**config.mk**
```make
export PLATFORM = sky130hd
export DESIGN_NAME = aer_spike_injector
export DESIGN_NICKNAME = d
export VERILOG_FILES = /design/src/rtl/aer_pkg.sv /design/src/rtl/lsb_prio_enc.sv /design/src/rtl/aer_spike_injector.sv
export SDC_FILE = /design/constraint.sdc
export NUM_CORES = 1
export LEC_CHECK = 0
export CAP_MARGIN = 40
export CORE_MARGIN = 2
export CORE_UTILIZATION = 30
export CTS_CLUSTER_DIAMETER = 150
export DETAILED_ROUTE_END_ITERATION = 10
export GPL_TIMING_DRIVEN = 1
export PLACE_DENSITY_LB_ADDON = 0.3
export SYNTH_ARGS = -nofsm -noshare
export SYNTH_HDL_FRONTEND = slang
export SYNTH_SLANG_ARGS = --single-unit
```
**constraint.sdc**
```tcl
create_clock -name CLK -period 3.9 [get_ports CLK]
set_input_delay 0.585 -clock CLK [delete_from_list [all_inputs] [get_ports CLK]]
set_output_delay 0.585 -clock CLK [all_outputs]
set_load 0.02 [all_outputs]
```
**src/rtl/aer_pkg.sv**
```systemverilog
// aer_pkg
// Shared definitions for the AER spike injector and related scan blocks:
//   - state_t      : injector FSM state encoding
//   - VIRTS_*      : event type codes placed on the scheduler event bus
//   - calc_words() : number of SRAM words needed to hold one time step
package aer_pkg;

  typedef enum logic [2:0] {
    ST_IDLE,
    ST_RD,
    ST_LATCH,
    ST_SCAN,
    ST_MARK,
    ST_DONE
  } state_t;

  localparam logic [1:0] VIRTS_SPIKE  = 2'b00;
  localparam logic [1:0] VIRTS_TS_END = 2'b01;

  // ceil(neurons / bits_per_word)
  function automatic int calc_words(input int neurons, input int bits_per_word);
    return (neurons + bits_per_word - 1) / bits_per_word;
  endfunction

endpackage

```
**src/rtl/lsb_prio_enc.sv**
```systemverilog
// lsb_prio_enc
// Combinational lowest-set-bit encoder.
// Ports:
//   vec   : input vector
//   index : position of the lowest set bit (0 when vec is zero)
//   valid : high when any bit of vec is set
module lsb_prio_enc #(
  parameter int WIDTH = 8,
  localparam int IDX_W = (WIDTH > 1) ? $clog2(WIDTH) : 1
) (
  input  logic [WIDTH-1:0] vec,
  output logic [IDX_W-1:0] index,
  output logic             valid
);

  // Walk from the top down so the lowest set bit is the last one written.
  always_comb begin
    index = '0;
    valid = 1'b0;
    for (int i = WIDTH - 1; i >= 0; i--) begin
      if (vec[i]) begin
        index = IDX_W'(i);
        valid = 1'b1;
      end
    end
  end

endmodule

```
**src/rtl/aer_spike_injector.sv**
```systemverilog
// aer_spike_injector
// Walks a spike-bitmap SRAM for one frame and pushes one scheduler event per
// set bit, plus one end-of-time-step marker after each time step.
// Ports:
//   CLK, RST             : clock, synchronous active-high reset
//   START                : one-cycle frame start request (ignored while busy)
//   BUSY, DONE           : frame in progress / one-cycle end-of-frame pulse
//   SPK_MEM_RE/ADDR/DATA : synchronous SRAM read port (data valid next cycle)
//   SCHED_FULL           : scheduler FIFO backpressure
//   CTRL_SCHED_EVENT_IN  : push strobe; an event is accepted when high at the edge
//   CTRL_SCHED_VIRTS     : event type (spike or time-step end)
//   CTRL_SCHED_ADDR      : neuron index for spikes, time-step index for markers
//   EVENT_CNT            : saturating count of spike events pushed this frame
module aer_spike_injector
  import aer_pkg::*;
#(
  parameter int TIME_STEP           = 8,
  parameter int INPUT_NEURON        = 784,
  parameter int PRE_NEUR_ADDR_WIDTH = 10,
  parameter int PRE_NEUR_DATA_WIDTH = 8,
  parameter int SPK_MEM_ADDR_WIDTH  = 10,
  parameter int EVT_CNT_WIDTH       = 16
) (
  input  logic                           CLK,
  input  logic                           RST,
  input  logic                           START,
  output logic                           BUSY,
  output logic                           DONE,
  output logic                           SPK_MEM_RE,
  output logic [SPK_MEM_ADDR_WIDTH-1:0]  SPK_MEM_ADDR,
  input  logic [PRE_NEUR_DATA_WIDTH-1:0] SPK_MEM_DATA,
  input  logic                           SCHED_FULL,
  output logic                           CTRL_SCHED_EVENT_IN,
  output logic [1:0]                     CTRL_SCHED_VIRTS,
  output logic [PRE_NEUR_ADDR_WIDTH-1:0] CTRL_SCHED_ADDR,
  output logic [EVT_CNT_WIDTH-1:0]       EVENT_CNT
);

  localparam int WORDS     = calc_words(INPUT_NEURON, PRE_NEUR_DATA_WIDTH);
  // Number of live bits in the final word of each time step.
  localparam int LAST_BITS = INPUT_NEURON - (WORDS - 1) * PRE_NEUR_DATA_WIDTH;
  localparam int W_W       = (WORDS > 1) ? $clog2(WORDS) : 1;
  localparam int T_W       = (TIME_STEP > 1) ? $clog2(TIME_STEP) : 1;
  localparam int IDX_W     = (PRE_NEUR_DATA_WIDTH > 1) ? $clog2(PRE_NEUR_DATA_WIDTH) : 1;

  localparam logic [W_W-1:0] W_LAST = W_W'(WORDS - 1);
  localparam logic [T_W-1:0] T_LAST = T_W'(TIME_STEP - 1);

  state_t                           state, state_next;
  logic [T_W-1:0]                   t;
  logic [W_W-1:0]                   w;
  logic [SPK_MEM_ADDR_WIDTH-1:0]    mem_addr;
  logic [PRE_NEUR_DATA_WIDTH-1:0]   word_reg;
  // Running w*PRE_NEUR_DATA_WIDTH so the spike address needs no multiplier.
  logic [PRE_NEUR_ADDR_WIDTH-1:0]   spike_base;
  logic [EVT_CNT_WIDTH-1:0]         event_cnt;

  logic [PRE_NEUR_DATA_WIDTH-1:0]   last_mask;
  logic [IDX_W-1:0]                 enc_idx;
  logic                             enc_valid;

  logic                             push_valid;
  logic [1:0]                       push_virts;
  logic [PRE_NEUR_ADDR_WIDTH-1:0]   push_addr;
  logic                             fire;

  for (genvar i = 0; i < PRE_NEUR_DATA_WIDTH; i++) begin : g_mask
    assign last_mask[i] = (i < LAST_BITS);
  end

  lsb_prio_enc #(
    .WIDTH (PRE_NEUR_DATA_WIDTH)
  ) u_enc (
    .vec   (word_reg),
    .index (enc_idx),
    .valid (enc_valid)
  );

  always_ff @(posedge CLK) begin
    if (RST) state <= ST_IDLE;
    else     state <= state_next;
  end

  // Next-state and push decode. The push is purely combinational so an event
  // is either accepted at this edge or still presented next cycle.
  always_comb begin
    state_next = state;
    push_valid = 1'b0;
    push_virts = VIRTS_SPIKE;
    push_addr  = '0;
    case (state)
      ST_IDLE:  if (START) state_next = ST_RD;
      ST_RD:    state_next = ST_LATCH;
      ST_LATCH: state_next = ST_SCAN;
      ST_SCAN: begin
        if (enc_valid) begin
          push_valid = 1'b1;
          push_virts = VIRTS_SPIKE;
          push_addr  = spike_base + PRE_NEUR_ADDR_WIDTH'(enc_idx);
        end else if (w == W_LAST) begin
          state_next = ST_MARK;
        end else begin
          state_next = ST_RD;
        end
      end
      ST_MARK: begin
        push_valid = 1'b1;
        push_virts = VIRTS_TS_END;
        push_addr  = PRE_NEUR_ADDR_WIDTH'(t);
        if (!SCHED_FULL) state_next = (t == T_LAST) ? ST_DONE : ST_RD;
      end
      ST_DONE:  state_next = ST_IDLE;
      default:  state_next = ST_IDLE;
    endcase
  end

  assign fire = push_valid & ~SCHED_FULL;

  // Datapath: counters, SRAM address and the word being scanned.
  always_ff @(posedge CLK) begin
    if (RST) begin
      t          <= '0;
      w          <= '0;
      mem_addr   <= '0;
      word_reg   <= '0;
      spike_base <= '0;
      event_cnt  <= '0;
    end else begin
      case (state)
        ST_IDLE: begin
          if (START) begin
            t          <= '0;
            w          <= '0;
            mem_addr   <= '0;
            spike_base <= '0;
            event_cnt  <= '0;
          end
        end
        ST_LATCH: begin
          word_reg <= (w == W_LAST) ? (SPK_MEM_DATA & last_mask) : SPK_MEM_DATA;
          mem_addr <= mem_addr + SPK_MEM_ADDR_WIDTH'(1);
        end
        ST_SCAN: begin
          if (enc_valid) begin
            if (fire) begin
              // x & (x-1) drops exactly the lowest set bit.
              word_reg <= word_reg & (word_reg - PRE_NEUR_DATA_WIDTH'(1));
              if (event_cnt != '1) event_cnt <= event_cnt + EVT_CNT_WIDTH'(1);
            end
          end else if (w != W_LAST) begin
            w          <= w + W_W'(1);
            spike_base <= spike_base + PRE_NEUR_ADDR_WIDTH'(PRE_NEUR_DATA_WIDTH);
          end
        end
        ST_MARK: begin
          if (fire && (t != T_LAST)) begin
            t          <= t + T_W'(1);
            w          <= '0;
            spike_base <= '0;
          end
        end
        default: ;
      endcase
    end
  end

  // Every output is forced low while reset is held, even before the first edge.
  assign BUSY                = ~RST & (state != ST_IDLE);
  assign DONE                = ~RST & (state == ST_DONE);
  assign SPK_MEM_RE          = ~RST & (state == ST_RD);
  assign SPK_MEM_ADDR        = (~RST && state == ST_RD) ? mem_addr : '0;
  assign CTRL_SCHED_EVENT_IN = fire & ~RST;
  assign CTRL_SCHED_VIRTS    = RST ? 2'b00 : push_virts;
  assign CTRL_SCHED_ADDR     = RST ? '0 : push_addr;
  assign EVENT_CNT           = RST ? '0 : event_cnt;

endmodule

```
After elaboration in Yosys (flattened, before gate mapping). Cells that the tools add are included.

Output and inout port bits: 42. Register bits after elaboration: 57. Word-level logic and storage cells: 108. Input bits: 12.

Reduce and logical (&&, ||, !) cells: 15. Bitwise gates (word level): 8. Equal/unequal tests: 18. $add $sub $neg: 7. Mux-type cells: 53.

Operators with widths (number): $mux 16 (5); $mux 10 (7); $mux 3 (15); $pmux 10 s2 (2); $pmux 16 s2 (1); $pmux 10 s3 (1); $mux 7 (4); $pmux 7 s3 (1); $add 16x1->16 const B (1); $mux 8 (2); $ne 16x16->1 const B (1); $ne 2x2->1 const B (8); $pmux 8 s2 (1); $pmux 3 s5 (1); $add 10x1->10 const B (1); $add 10x3->10 (1); $add 10x4->10 const B (1); $mux 1 (10); $reduce_and 5->1 (2); $eq 3x3->1 const B (3); $reduce_and 3->1 (3); $and 8x8->8 (1); $reduce_bool 2->1 (4); $sub 8x1->8 const B (1); other kinds (16) (24).

Longest topological paths before layout.
Depth in word-level cells: 14. Depth in mapped cells: 9. Gate-level depth less buffers: 8.

Cells and area by module. A second synthesis with hierarchy kept.

Cell total of the unflattened synthesis: 383. Area total of the unflattened synthesis: 3045.4 um^2.

Modules (own cells, without submodules): aer_spike_injector (sequential area each 1081.0 um^2, cells each 370, times used 1, area each 2965.3 um^2); lsb_prio_enc (sequential area each 0.0 um^2, cells each 13, times used 1, area each 80.1 um^2).

Least setup slack after synthesis. Ideal clock, no wire load.

Path kind: in2reg. Start point: input START. End point: register event_cnt[4]. Arrival: 2176 ps. Setup slack: 1589 ps. Path buffers: 2. Stages: 7. Setup time: 135 ps. Required time: 3765 ps. Cells stage by stage: or4b_1 clkbuf_1 mux2i_2 nand2_1 clkbuf_1 o311ai_0 o41ai_1.

Longest elaborated chain between the ends: 2.

Ends and longest elaborated chain: start: declaration (RTL line aer_spike_injector.sv:26) `input logic START,`; $ne 2x2->1 (no line); $reduce_and 5->1 (no line); end signal: assignment (RTL line aer_spike_injector.sv:148) `if (event_cnt != '1) event_cnt <= event_cnt + EVT_CNT_WIDTH'(1);`; end: declaration (RTL line aer_spike_injector.sv:56) `logic [EVT_CNT_WIDTH-1:0] event_cnt;`.

No other way between the ends. A chain may end at the register's enable or synchronous reset.

Worst setup path after layout.
Start point: register state[0]. End point: output SPK_MEM_ADDR[9].

Longest elaborated chain between the ends: 3.

Ends and longest elaborated chain: start: declaration (RTL line aer_spike_injector.sv:49) `state_t state, state_next;`; start signal: assignment (RTL line aer_spike_injector.sv:81) `else state <= state_next;`; $eq 3x1->1 (RTL line aer_spike_injector.sv:171) `assign SPK_MEM_ADDR = (~RST && state == ST_RD) ? mem_addr : '0;`; $logic_and 1x1->1 (RTL line aer_spike_injector.sv:171); $mux 10 (RTL line aer_spike_injector.sv:171); end: declaration (RTL line aer_spike_injector.sv:30) `output logic [SPK_MEM_ADDR_WIDTH-1:0] SPK_MEM_ADDR,`.

No other way between the ends.

==> impl_results.md <==
* Htree depth at 2
* Post-synth EDFFs at 0
* Vias per cell at 5.40
* Crit-path cells: nand2_1 > nor3_1 > and2_1 > clkdlybuf4s50_1
* Mapped cell area at 3210 um^2
* Syn avg cell area at 7.74 um^2
* GRT Residual Overflow at 0
* Setup crit start kind: flip-flop
* Maxcap violations at 0
* Area Growth Syn to Fin at 23.2%
* Layout cell share with drive strength beyond 1 at 0.0632
* Mapped Cells at 415
* Die height at 107 um
* First-pass GRT wire length at 14000 um
* Minimum clock period at 3.11 ns
* Reg clk slew, reported paths at 0.10 ns
* Seq/Total Area, Yosys at 0.337
* Crit-path max cell delay at 0.66 ns
* Diodes inserted at 0
* TritonRoute pass-1 iters at 4
* CP Buf/Inv Count at 1
* CP top delay family: simple AND/OR/NAND/NOR gates
* Setup violations, final at 0
* Main synth FF type: dfxtp_1
* Fin worst setup slack at 0.786 ns
* Die W at 107 um
* Warnings from Yosys at 0
* Pint at 823 uW
* Vias in the first global route at 2961
* CP max FO at 15
* Max reg flops at 16
* Routability cong. at 0.809
* Hold/Removal Path Class: flip-flop to flip-flop
* Clock tree buffer depth at 2
* Crit. End Element: output port
* Reg power frac at 0.500
* Hold buffers post-CTS at 0
* Commonest cells after routing, fill and taps aside: dfxtp_1 (54), clkdlybuf4s50_1 (51), a21oi_1 (43), nor2_1 (36), nand2_1 (34)
* CTS tree: built
* Initial antenna violation count at 0
* Post-route ant nets at 0
* Drc violations at 0
* Commonest non-fill, non-tap cell in the layout: dfxtp_1
* Vias at 3214
* Unrepaired setup endpoints after global routing: no
* Pwr dens at 295 nW/um^2
* Number of clock sinks at 54
* CTS root buffer: clkbuf_8
* Max Fclk at 321 MHz
* Post-DP HPWL at 5920 um
* PostCTS Resize Cnt at 0
* Worst Path Required at 3.31 ns
* Slew HR at 0.490
* IO Pins at 54
* Clock power share at 0.322
* Full die area at 11500 um^2
* Total GRT Usage at 0.146
* Nets at 478
* Worst path slowest cell: dfxtp_1
* Library cells used by synthesis at 55
* LEAKAGE at 0.00126 uW
* Core area at 10400 um^2
* Switching part of the total at 0.295
* Status: complete, no violations
* Slew @ Worst Pin at 0.760 ns
* FP Rows at 37
* Post-DR wirelength/cell at 13.9 um
* Slew Limit Fails at 0
* Buffers on Ports at 52
* WL final at 8280 um
* Initial DRC Count at 154
* Clk Latency, worst-skew pair at 0.30 ns
* Combinational power share at 0.177
* Flop and latch count out of synthesis at 54
* Net Switching at 345 uW
* Tcrit/Tclk final at 0.799
* Postcts setup bufs at 0
* Largest net degree at the start of global routing at 45
* VDD IR max at 0.155 mV
* Final hold vios at 0
* Place WS at 0.705 ns
* Fin Setup TNS at 0 ns
* Inserted Clock Buffers at 5
* Ys async rst share at 0
* Clock Skews at 0.00905 ns
* Initial Util at 0.310
* Critical path arrival at 2.53 ns
* Setup Crit Path Kind: flip-flop to output port
[final timing paths]
check / startpoint / end / slack, ns / cells after the start
worst max-delay path: state[0] / SPK_MEM_ADDR[9] / 0.79 / 4
worst min-delay path: mem_addr[9] / mem_addr[9] / 0.48 / 2
worst max register to register: state[1] / event_cnt[9] / 1.22 / 5
worst min register to register: mem_addr[9] / mem_addr[9] / 0.48 / 2
[worst register-to-register path, cell delays in order, from the launching register on]
cell,delay (ns)
dfxtp_1,0.45
or4b_1,0.73
mux2i_2,0.30
nand2_1,0.36
or4_1,0.61
a21oi_1,0.15
[cell usage after synthesis, drive strengths merged, types with 4 or more instances]
| cell | number | area [um^2] |
|---|---|---|
| nor2 | 36 | 135 |
| a211oi | 6 | 45.0 |
| xor2 | 5 | 43.8 |
| a311oi | 4 | 35.0 |
| ha | 8 | 100 |
| or3 | 11 | 68.8 |
| nor2b | 14 | 87.6 |
| and2 | 11 | 68.8 |
| or4 | 14 | 109 |
| nand2 | 34 | 128 |
| nor3 | 13 | 65.1 |
| and3 | 7 | 43.8 |
| a21oi | 43 | 215 |
| nor4 | 6 | 37.5 |
| dfxtp | 54 | 1080 |
| o311ai | 6 | 52.6 |
| buf | 6 | 42.5 |
| mux2i | 4 | 43.8 |
| nand3 | 18 | 90.1 |
| nand2b | 8 | 50.1 |
| o21ai | 20 | 115 |
| nand4 | 11 | 68.8 |
| clkbuf | 18 | 67.6 |
| o21a | 4 | 30.0 |
| o31ai | 9 | 67.6 |
| inv | 10 | 37.5 |
[per-stage QoR]
| stage | utilization | hold WS, ns | instances | power, uW | instance area (um^2) |
|---|---|---|---|---|---|
| floorplan | - | 0.447 | 416 | 748 | 3220 |
| global placement | 0.370 | 0.467 | 586 | 795 | 3840 |
| detailed placement | 0.371 | 0.472 | 587 | 802 | 3850 |
| CTS | 0.382 | 0.486 | 595 | 1180 | 3960 |
| global route | 0.382 | 0.512 | 595 | 1230 | 3960 |
| finish | 0.382 | 0.484 | 595 | 1170 | 3960 |
[power by group through the flow]
stage / clock (uW) / combinational [uW] / sequential, uW
after floorplan: 0 / 164 / 585
after global placement: 0 / 199 / 596
after detailed placement: 0 / 206 / 597
after CTS: 392 / 207 / 584
after global routing: 411 / 232 / 588
final: 376 / 207 / 584
[final cells by class]
class	instances	area, um^2
Multi-Input combinational cell	328	1990
Fill cell	1110	6410
Clock buffer	5	68.8
Clock inverter	3	40.0
Inverter	10	37.5
Sequential cell	54	1080
Tap cell	136	170
Timing Repair Buffer	59	572
[layer usage]
metal  share of wire  track usage  wire length (um)  up-vias
met1            0.49        0.201              4050     1523
met4          0.0099       0.0421                82        0
met3           0.042       0.0254               346        6
met5               0            0                 0        -
met2            0.46        0.233              3790       70
li1                -            -                 -     1615
[logic make-up (layout without fill, tap and decap cells)]
group,Yosys count,in the layout,share of synthesized area
AND/OR/NAND/NOR,194,194,0.324
AO/OA/AOI/OAI,111,111,0.221
flip-flops,54,54,0.337
buffers and inverters,34,77,0.0460
adder cells (fa/ha/maj),8,8,0.0312
multiplexers,7,7,0.0242
XOR/XNOR,6,6,0.0164
other,1,2,0.00117
(Power assumes the default switching activity.)
